File: src/rtl/multicycle_pc_sequencer.sv
// multicycle_pc_sequencer: fetch/decode/execute/memory/writeback control FSM that owns the PC
// and advances it only when an instruction retires.
module multicycle_pc_sequencer #(
  parameter int ADDR_WIDTH = 7,
  parameter int CNT_WIDTH  = 16
) (
  input  logic                  clk,
  input  logic                  reset,
  input  logic                  mem_ready,
  input  logic [1:0]            op_class,
  input  logic                  branch_taken,
  input  logic [ADDR_WIDTH-1:0] branch_target,
  input  logic                  halt_req,
  output logic [ADDR_WIDTH-1:0] pc,
  output logic                  mem_req,
  output logic                  mem_we,
  output logic                  ir_write,
  output logic                  reg_write,
  output logic [2:0]            state,
  output logic                  halted,
  output logic [CNT_WIDTH-1:0]  retired
);
  localparam logic [2:0] S_FETCH     = 3'd0;
  localparam logic [2:0] S_DECODE    = 3'd1;
  localparam logic [2:0] S_EXECUTE   = 3'd2;
  localparam logic [2:0] S_MEMORY    = 3'd3;
  localparam logic [2:0] S_WRITEBACK = 3'd4;
  localparam logic [2:0] S_HALT      = 3'd5;
  localparam logic [1:0] OP_ALU    = 2'd0;
  localparam logic [1:0] OP_LOAD   = 2'd1;
  localparam logic [1:0] OP_STORE  = 2'd2;
  localparam logic [1:0] OP_BRANCH = 2'd3;
  logic [2:0]            state_q, state_d;
  logic [ADDR_WIDTH-1:0] pc_q, pc_d;
  logic [CNT_WIDTH-1:0]  retired_q, retired_d;
  logic [1:0]            op_q, op_d;
  logic                  retire;
  always_ff @(posedge clk) begin
    if (reset) begin
      state_q   <= S_FETCH;
      pc_q      <= '0;
      retired_q <= '0;
      op_q      <= OP_ALU;
    end else begin
      state_q   <= state_d;
      pc_q      <= pc_d;
      retired_q <= retired_d;
      op_q      <= op_d;
    end
  end
  // Retirement is the only point where pc, the counter and the halt decision move.
  always_comb begin
    retire = (state_q == S_EXECUTE && op_q == OP_BRANCH) ||
             (state_q == S_MEMORY && mem_ready && op_q == OP_STORE) ||
             state_q == S_WRITEBACK;
    state_d = S_FETCH;
    case (state_q)
      S_FETCH:     state_d = mem_ready ? S_DECODE : S_FETCH;
      S_DECODE:    state_d = S_EXECUTE;
      S_EXECUTE:   state_d = op_q == OP_ALU ? S_WRITEBACK : op_q == OP_BRANCH ? S_FETCH : S_MEMORY;
      S_MEMORY:    state_d = !mem_ready ? S_MEMORY : op_q == OP_LOAD ? S_WRITEBACK : S_FETCH;
      S_WRITEBACK: state_d = S_FETCH;
      S_HALT:      state_d = S_HALT;
      default:     state_d = S_FETCH;
    endcase
    if (retire && halt_req) state_d = S_HALT;
    op_d      = state_q == S_DECODE ? op_class : op_q;
    pc_d      = !retire ? pc_q : (state_q == S_EXECUTE && branch_taken) ? branch_target : pc_q + 1'b1;
    retired_d = (retire && !(&retired_q)) ? retired_q + 1'b1 : retired_q;
  end
  always_comb begin
    mem_req   = state_q == S_FETCH || state_q == S_MEMORY;
    mem_we    = state_q == S_MEMORY && op_q == OP_STORE;
    ir_write  = state_q == S_FETCH && mem_ready && !reset;
    reg_write = state_q == S_WRITEBACK;
    halted    = state_q == S_HALT;
  end
  assign pc      = pc_q;
  assign state   = state_q;
  assign retired = retired_q;
endmodule

File: config.mk
export PLATFORM = sky130hd
export DESIGN_NAME = multicycle_pc_sequencer
export DESIGN_NICKNAME = d
export VERILOG_FILES = /design/src/rtl/multicycle_pc_sequencer.sv
export SDC_FILE = /design/constraint.sdc
export NUM_CORES = 1
export LEC_CHECK = 0
export BUFFER_PORTS_ARGS = -buffer_cell sky130_fd_sc_hd__buf_2
export CORE_ASPECT_RATIO = 0.8
export CORE_MARGIN = 2
export CORE_UTILIZATION = 42
export CTS_BUF_LIST = sky130_fd_sc_hd__clkbuf_16
export DETAILED_ROUTE_END_ITERATION = 8
export PLACE_DENSITY = 0.77
export SETUP_SLACK_MARGIN = 0.4
export SLEW_MARGIN = 0
export SYNTH_ARGS = -nofsm -noshare
export SYNTH_HDL_FRONTEND = slang
export SYNTH_SLANG_ARGS = --single-unit
File: constraint.sdc
create_clock -name clk -period 1.8 [get_ports clk]
set_input_delay 0.18 -clock clk [delete_from_list [all_inputs] [get_ports clk]]
set_output_delay 0.18 -clock clk [all_outputs]
set_load 0.02 [all_outputs]
==> out/metrics.csv, run 1 <==
stage;metric;value;unit
global_route;GRT overflow;0;
power_and_ir_drop;Power Total;1.43;mW
layout;layout cells sized above 1;0.491;
placement;port bufs;44;
drt;drt total wl;5040;µm
worst_setup_path;critical path class;flop to flop;
power_and_ir_drop;NetSw;382;µW
cts;clk slew on worst S/H paths;0.06;ns
worst_setup_path;crit-path max FO;6;
die;Initial Utilization;0.434;
worst_setup_path;Slowest-stage cell, CP;or4b_4;
global_route;vias in the first global route;1661;
die;die area;0.00442;mm²
synth;post-synth top area share;0.342;
timing;Final min period;1.80;ns
die;Ports;45;
synth;syn_area_per_cell;8.12;µm²
placement;Post-DP HPWL;2920;µm
power_and_ir_drop;peak supply drop;0.324;mV
synth;top cells by count, synth;dfxtp_1, a21oi_1, nand2_1;
timing;Final Hold Vio Count;0;
timing;Worst Setup Slack, final;0.00237;ns
global_route;antenna violations before repair;0;
cts;CTS Buf Count;3;
worst_setup_path;Startpoint Class;flop;
timing;RSZ-0062 raised after global routing;yes;
synth;Netlist cell types;49;
cts;number of hold buffers added after CTS;0;
cts;Clock Latency Late Sink;0.26;ns
layout;Layout area overhead;48.3;%
worst_setup_path;worst path required time;1.99;ns
synth;YS warnings;0;
synth;Post-synth EDFFs;0;
cts;Clock Path Buffers;2;
drt;remaining antenna violation count;0;
timing;Fmax achieved;556;MHz
timing;final hold slack;0.143;ns
die;Die W;73.9;µm
synth;Syn Std Cell Area;0.00164;mm²
die;total core area;0.00378;mm²
worst_setup_path;Critical Path Max Stage Delay;0.53;ns
placement;Final Wtd Congestion;0.796;
layout;antenna cells;0;
timing;final slew viol count;0;
synth;post-synthesis cell count;202;
power_and_ir_drop;pwr/cell area;589;mW/mm²
cts;CTS tree;yes;
cts;CTS root buf;clkbuf_16;
worst_setup_path;crit end category;flop;
placement;dpl ws;0.0363;ns
drt;mean routed wirelength per cell;15.7;µm
synth;syn nets;222;
drt;Vias/cell;5.68;
timing;Setup Viol. Count Final;0;
outcome;outcome;finished, final reports clean;
global_route;largest net degree at the start of global routing;19;
power_and_ir_drop;Reg power frac;0.464;
timing;Worst-Margin Slew;0.371;ns
power_and_ir_drop;Clk pwr share;0.346;
synth;cell taking the most area after synthesis;dfxtp_1;
power_and_ir_drop;Leak Pwr;1.00;nW
drt;iteration-0 DRC count of the detailed router;220;
worst_setup_path;Cell Chain, Critical Path;inv_2 -> ha_4 -> and3_4 -> o211a_4 -> nor2_4 -> or4b_4 -> a21oi_2;
global_route;GRT Total Usage;0.222;
drt;TritonRoute pass-1 iters;4;
power_and_ir_drop;Internal Power;1.05;mW
timing;clock skew;0.00321;ns
run;Max Cap Viol;0;
power_and_ir_drop;logic gate share of total power;0.190;
synth;ys flop type;dfxtp_1;
timing;fin crit share;0.999;
layout;Layout Nets;289;
global_route;first-pass GRT wire length;7570;µm
synth;Seq/Total Area, Yosys;0.342;
cts;CTS H-tree lvls;1;
die;chip height;59.9;µm
synth;top cells by area, synth;dfxtp_1, a21oi_1, ha_1;
layout;# fillers;304;
drt;via count;1828;
timing;normalized max-slew margin;0.749;
hold_path;min-delay worst type;primary input to flop;
drt;drt drc;0;
cts;CTS Sinks;28;
timing;TNS Setup;0;ns
synth;Yosys reg bits;28;
worst_setup_path;CP arrival;1.99;ns
synth;FFs w/ async S/R, synth;0;
die;num rows;20;
synth;most numerous cell in the Yosys netlist;dfxtp_1;
power_and_ir_drop;Sw Ratio;0.267;
-- power by group through the flow --
stage / logic, mW / registers, mW / clock network (mW)
6_report: 0.272 / 0.664 / 0.496
5_1_grt: 0.295 / 0.666 / 0.518
4_1_cts: 0.228 / 0.660 / 0.502
3_5_place_dp: 0.189 / 0.678 / 0
3_3_place_gp: 0.186 / 0.678 / 0
2_1_floorplan: 0.137 / 0.679 / 0
-- cells by family after synthesis --
group,synth area share
compound gates,0.243
xor+xnor,0.0107
fa+ha+maj,0.0458
buf+inv,0.0572
flops,0.342
mux,0.00610
simple gates,0.295
-- state kept, by name, summed over array words and instances (netlist names) --
signal,flops
retired,16
pc,7
op_q,2
state,3
-- worst paths after layout --
path	from	slack, ns	cells after the start	endpoint
min	op_class[0]	0.14	3	op_q[0]
max reg2reg	op_q[0]	0.002	7	retired[10]
min reg2reg	retired[12]	0.48	1	retired[12]
max	op_q[0]	0.002	7	retired[10]
-- worst max-delay path: cells and delay by family, from the launching register on --
kind            cells  cell delay [ns]
simple gates        3             0.79
compound gates      2             0.38
flops               1             0.33
fa+ha+maj           1             0.14
buf+inv             1             0.08
-- per-stage QoR --
| step | util | cells | area [µm²] |
|---|---|---|---|
| finish | 0.644 | 322 | 2430 |
| global route | 0.644 | 322 | 2430 |
| CTS | 0.594 | 317 | 2250 |
| detailed placement | 0.525 | 298 | 1980 |
| global placement | 0.525 | 298 | 1980 |
| floorplan | - | 202 | 1720 |
-- final cells by class --
cell class,count,area [µm²],area share
flip-flops and latches,28,589,0.242
repair buffers,71,434,0.178
inverters,6,27.5,0.0113
multi-input cells,159,1240,0.509
well taps,55,68.8,0.0283
clock buffers,3,75.1,0.0309
-- placed cells by master (no fill, tap or decap), types with 2 or more instances in the layout --
master / instances
a211oi_1: 3
a21oi_1: 17
a21oi_2: 4
a21oi_4: 2
a22o_1: 2
a311oi_1: 2
a31oi_1: 7
and3_1: 7
and3_4: 3
and4_1: 2
buf_2: 44
buf_4: 22
buf_6: 4
clkbuf_16: 3
dfxtp_1: 13
dfxtp_2: 11
dfxtp_4: 4
ha_1: 4
ha_4: 2
inv_1: 4
nand2_1: 12
nand2_2: 5
nand2_4: 3
nand3_1: 10
nor2_1: 14
nor2_4: 5
nor2b_2: 2
nor2b_4: 2
nor3b_1: 2
o211ai_1: 2
o21ai_0: 4
o21ai_1: 5
o31ai_1: 4
or2_1: 2
or3_1: 4
or4_1: 3
xor2_1: 2
-- repair_timing --
item,in CTS,in global routing
setup buffers,14,4
resized for setup,21,36
gates cloned,2,1
pin swaps,13,21
setup endpoints to repair,30,30
-- routing by layer --
metal	track usage	share of wire	vias to the layer above
li1	-	-	886
met1	0.298	0.45	865
met2	0.356	0.48	69
met3	0.0523	0.060	8
met4	0.0675	0.013	0
met5	0	0	-
Power figures use the tool's default switching activity.
==> run 2: changes to the inputs <==
--- a/config.mk
+++ b/config.mk
@@ -11,8 +11,9 @@
 export CORE_UTILIZATION = 42
 export CTS_BUF_LIST = sky130_fd_sc_hd__clkbuf_16
 export DETAILED_ROUTE_END_ITERATION = 8
-export PLACE_DENSITY = 0.77
+export PLACE_DENSITY = 0.74
 export SETUP_SLACK_MARGIN = 0.4
+export SKIP_CTS_REPAIR_TIMING = 1
 export SLEW_MARGIN = 0
 export SYNTH_ARGS = -nofsm -noshare
 export SYNTH_HDL_FRONTEND = slang
==> constraint.sdc (replaced) <==
create_clock -name clk -period 1.75 [get_ports clk]
set_input_delay 0.175 -clock clk [delete_from_list [all_inputs] [get_ports clk]]
set_output_delay 0.175 -clock clk [all_outputs]
set_load 0.02 [all_outputs]
==> run 2 against run 1 <==
  * The flow now finishes with violations (setup timing)
  * Fmax up 0.52%
  * Setup slack worse by 0.041 ns
  * Wire length up 0.36%
  * First-iteration DRC count down 40%
  * Worst hold slack worse by 0.0046 ns
  * Die area unchanged
  * Clock skew up 0.00097 ns
  * Sequential power up 3.0%
  * Non-clock buffer count up 1
  * Sequential cell count unchanged
  * Largest cell class unchanged
==> out/metrics.csv, run 2 (synthesized netlist as in run 1, its figures left out) <==
stage;metric;value;unit
outcome;outcome;finished, violations left;
outcome;failing checks;setup timing;
timing;Fmax achieved;559;MHz
layout;max reg flops;16;
global_route;first-pass GRT wire length;6500;µm
global_route;GRT overflow;0;
timing;Setup Viol. Count Final;5;
hold_path;min-delay worst type;primary input to flop;
placement;Final Wtd Congestion;0.806;
cts;CTS Sinks;28;
drt;Vias/cell;5.74;
hold_path;hold path cells;3;
die;Initial Utilization;0.434;
worst_setup_path;crit end category;flop;
global_route;largest net degree at the start of global routing;21;
cts;CTS tree;yes;
timing;Final Hold Vio Count;0;
timing;Worst Setup Slack, final;-0.0384;ns
drt;TritonRoute pass-1 iters;4;
power_and_ir_drop;peak supply drop;0.551;mV
layout;final cell count without fillers;323;
layout;layout cells sized above 1;0.519;
cts;CTS Buf Count;3;
cts;CTS root buf;clkbuf_16;
die;Die W;73.9;µm
power_and_ir_drop;pwr/cell area;610;mW/mm²
placement;dpl ws;0.0169;ns
worst_setup_path;FF-to-FF setup slack;-0.04;ns
layout;commonest non-fill, non-tap cell in the layout;buf_2;
cts;clk slew on worst S/H paths;0.07;ns
global_route;vias in the first global route;1426;
layout;Layout area overhead;52.4;%
hold_path;WHS Endpoint;op_q[0];
drt;mean routed wirelength per cell;15.7;µm
power_and_ir_drop;Leak Pwr;1.04;nW
hold_path;hold path start;op_class[0];
drt;remaining antenna violation count;0;
worst_setup_path;Reg2Reg Depth;7;
global_route;GRT Total Usage;0.191;
placement;dpl cells;302;
die;chip height;59.9;µm
worst_setup_path;Startpoint Class;flop;
timing;fin crit share;1.02;
die;total core area;0.00378;mm²
cts;CTS H-tree lvls;1;
timing;RSZ-0062 raised after global routing;yes;
drt;drt drc;0;
worst_setup_path;critical path class;flop to flop;
timing;Final min period;1.79;ns
worst_setup_path;worst path required time;1.89;ns
timing;final slew viol count;0;
timing;clock skew;0.00419;ns
placement;Post-DP HPWL;2880;µm
global_route;antenna violations before repair;0;
drt;via count;1854;
die;num rows;20;
timing;Worst-Margin Slew;0.444;ns
layout;# fillers;288;
layout;antenna cells;0;
worst_setup_path;R2R Path Start;op_q[0];
worst_setup_path;Worst R2R End;retired[10];
drt;drt total wl;5060;µm
worst_setup_path;CP arrival;1.92;ns
layout;most frequent cells in the layout;buf_2, buf_4, a21oi_1, nand2_1, nor2_1;
run;Max Cap Viol;0;
placement;port bufs;44;
drt;iteration-0 DRC count of the detailed router;131;
timing;normalized max-slew margin;0.700;
layout;Layout Nets;289;
worst_setup_path;crit-path max FO;7;
die;Ports;45;
cts;Clock Latency Late Sink;0.26;ns
die;die area;0.00442;mm²
cts;Clock Path Buffers;2;
==> run 2: changes by cell type in the layout (fill, tap and decap cells not counted), sizes merged <==
cell and change:
nor2 -1, clkinv +1, buf +1
==> run 2: worst max path at each step <==
| stage | startpoint | end | cells past startpoint |
|---|---|---|---|
| floorplan | op_q[0] | retired[15] | 7 |
| global placement | op_q[0] | retired[5] | 7 |
| detailed placement | op_q[0] | retired[5] | 7 |
| CTS | op_q[0] | retired[5] | 7 |
| global route | op_q[0] | retired[10] | 7 |
| finish | op_q[0] | retired[10] | 7 |
==> run 2: through the flow <==
| stage | total power, mW | cell area [µm²] | hold WS (ns) | setup TNS, ns | utilization |
|---|---|---|---|---|---|
| after floorplan | 0.839 | 1720 | 0.314 | 0 | - |
| after global placement | 0.891 | 2010 | 0.412 | 0 | 0.533 |
| after detailed placement | 0.893 | 2010 | 0.412 | 0 | 0.533 |
| after CTS | 1.41 | 2090 | 0.137 | -0.00162 | 0.554 |
| after global routing | 1.60 | 2500 | 0.152 | -0.342 | 0.662 |
| final | 1.53 | 2500 | 0.139 | -0.0708 | 0.662 |
==> run 2: routing by layer <==
metal,GRT usage,share of wire,up-vias
li1,-,-,888
met3,0.0523,0.059,8
met2,0.298,0.49,60
met1,0.262,0.44,898
met5,0,0,-
met4,0.0442,0.016,0
==> run 2: area by class of cell <==
cell class	instances	area, µm²	area share
repair buffers	72	512	0.205
inverters	6	30.0	0.0120
clock inverters	1	3.75	0.00150
multi-input cells	158	1220	0.489
flip-flops and latches	28	587	0.235
clock buffers	3	75.1	0.0300
well taps	55	68.8	0.0275
==> run 2: critical path: stages, from the launching register on <==
cell and delay, ns:
dfxtp_2 0.34, inv_2 0.09, ha_4 0.13, and3_4 0.18, o211a_4 0.23, nor2_4 0.09, o41ai_1 0.50, a21oi_2 0.11
==> run 2: where the power goes <==
| part | internal (mW) | switching [mW] |
|---|---|---|
| clock network | 0.306 | 0.211 |
| registers | 0.654 | 0.0303 |
| logic | 0.154 | 0.169 |
| total | 1.11 | 0.411 |
==> run 3: changes to the inputs <==
--- a/config.mk
+++ b/config.mk
@@ -6,7 +6,7 @@
 export NUM_CORES = 1
 export LEC_CHECK = 0
 export BUFFER_PORTS_ARGS = -buffer_cell sky130_fd_sc_hd__buf_2
-export CORE_ASPECT_RATIO = 0.8
+export CORE_ASPECT_RATIO = 2
 export CORE_MARGIN = 2
 export CORE_UTILIZATION = 42
 export CTS_BUF_LIST = sky130_fd_sc_hd__clkbuf_16
==> run 3 against run 2 <==
  * The flow now finishes without violations
  * Clock skew fell by 0.0015 ns
  * Clock-buffer cell count did not move
  * First-iteration DRC count fell by 73%
  * Core utilization fell by 4.6 points
  * Fmax rose by 2.6%
  * Cell count fell by 2.8%
  * Total power rose by 5.6%
  * Critical path depth did not move
  * Sequential cell count did not move
  * Via count fell by 1.5%
==> out/metrics.csv, run 3 (synthesized netlist as in run 1, its figures left out) <==
stage;metric;value;unit
outcome;outcome;finished, final reports clean;
die;Ports;45;
global_route;GRT Total Usage;0.204;
placement;Final Wtd Congestion;0.748;
cts;Clock Path Buffers;2;
placement;Post-DP HPWL;3220;µm
cts;CTS H-tree lvls;1;
worst_setup_path;Reg2Reg Depth;7;
drt;mean routed wirelength per cell;14.8;µm
drt;TritonRoute pass-1 iters;5;
cts;CTS tree;yes;
timing;Fmax achieved;574;MHz
worst_setup_path;Startpoint Class;flop;
layout;Layout Nets;284;
hold_path;min-delay worst type;primary input to flop;
drt;remaining antenna violation count;0;
global_route;met2 usage;0.361;
layout;commonest non-fill, non-tap cell in the layout;buf_2;
drt;drt drc;0;
die;Die W;48.2;µm
global_route;first-pass GRT wire length;6790;µm
die;chip height;92.4;µm
power_and_ir_drop;pwr/cell area;689;mW/mm²
timing;Setup Viol. Count Final;0;
worst_setup_path;CP arrival;1.94;ns
worst_setup_path;crit-path max FO;5;
layout;fin area;0.00234;mm²
drt;via count;1827;
timing;normalized max-slew margin;0.809;
global_route;GR Layer Usage met3;0.0292;
drt;iteration-0 DRC count of the detailed router;36;
global_route;antenna violations before repair;0;
layout;max reg flops;16;
timing;Worst-Margin Slew;0.287;ns
power_and_ir_drop;peak supply drop;0.485;mV
worst_setup_path;R2R Path Start;op_q[0];
layout;# fillers;331;
worst_setup_path;crit end category;flop;
timing;RSZ-0062 raised after global routing;yes;
timing;Final min period;1.74;ns
timing;final slew viol count;0;
hold_path;hold path start;op_class[1];
global_route;gr busiest metal;met2;
die;num rows;32;
cts;CTS Buf Count;3;
drt;Vias/cell;5.82;
die;Initial Utilization;0.431;
worst_setup_path;critical path class;flop to flop;
worst_setup_path;worst path required time;1.95;ns
placement;placed inst area;0.00201;mm²
placement;dpl cells;298;
worst_setup_path;Worst Setup SP;op_q[0];
layout;final core occ;0.615;
global_route;largest net degree at the start of global routing;28;
layout;antenna cells;0;
power_and_ir_drop;Leak Pwr;0.989;nW
layout;Layout area overhead;42.6;%
drt;drt total wl;4650;µm
global_route;GRT overflow;0;
worst_setup_path;Worst R2R End;retired[15];
cts;Clock Latency Late Sink;0.26;ns
timing;Final Hold Vio Count;0;
layout;multi-input logic area;0.00115;mm²
cts;CTS root buf;clkbuf_16;
timing;Worst Setup Slack, final;0.00660;ns
cts;clk slew on worst S/H paths;0.07;ns
worst_setup_path;FF-to-FF setup slack;0.007;ns
placement;port bufs;44;
die;die area;0.00445;mm²
timing;clock skew;0.00264;ns
layout;final cell count without fillers;314;
die;total core area;0.00380;mm²
hold_path;WHS Endpoint;op_q[1];
layout;FF/Latch Area;584;µm²
placement;dpl ws;-0.00625;ns
cts;CTS Sinks;28;
global_route;vias in the first global route;1563;
global_route;met1 Use GR;0.213;
layout;most frequent cells in the layout;buf_2, buf_4, a21oi_1, nand2_1, nor2_1;
hold_path;hold path cells;3;
layout;layout cells sized above 1;0.437;
timing;fin crit share;0.996;
run;Max Cap Viol;0;
==> run 3: changes by cell type in the layout (fill, tap and decap cells not counted), sizes merged <==
cell | before | now
nor2 | 19 | 20
bufinv | 0 | 1
inv | 6 | 5
buf | 72 | 66
==> run 3: routing by layer <==
metal	part of all wire	wire length [µm]	up-vias
met2	0.56	2610	62
li1	-	-	878
met5	0	0	-
met4	0.023	109	0
met1	0.37	1730	874
met3	0.043	201	13
==> run 3: layout make-up <==
cell class | count | share of cell area
clock buffers | 3 | 0.0321
clock inverters | 1 | 0.0128
inverters | 6 | 0.0118
multi-input cells | 159 | 0.490
flip-flops and latches | 28 | 0.250
well taps | 51 | 0.0273
repair buffers | 66 | 0.176
==> run 3: critical path, stage by stage (launching register included) <==
cell and delay, ns:
dfxtp_2 0.34, inv_2 0.08, ha_4 0.13, and3_4 0.18, o211a_4 0.21, o2111ai_4 0.15
or4_1 0.43, a21oi_1 0.15
==> run 3: worst max path at each step <==
stage | cells past startpoint | slack, ns | end
finish | 7 | 0.007 | retired[15]
global route | 7 | -0.06 | retired[15]
CTS | 6 | -0.04 | retired[3]
detailed placement | 6 | -0.006 | retired[15]
global placement | 7 | 0.05 | retired[3]
floorplan | 7 | 0.13 | retired[15]
==> run 3: power breakdown <==
| group | internal [mW] | switching, mW | total (mW) |
|---|---|---|---|
| Clock | 0.456 | 0.222 | 0.678 |
| Combinational | 0.112 | 0.140 | 0.252 |
| Sequential | 0.654 | 0.0275 | 0.682 |
| Total | 1.22 | 0.389 | 1.61 |
==> run 3: through the flow <==
step / total power [mW] / hold slack [ns] / setup TNS [ns]
global route: 1.67 / 0.157 / -0.193
CTS: 1.57 / 0.136 / -0.131
finish: 1.61 / 0.133 / 0
floorplan: 0.839 / 0.314 / 0
global placement: 0.894 / 0.401 / 0
detailed placement: 0.897 / 0.413 / -0.00987
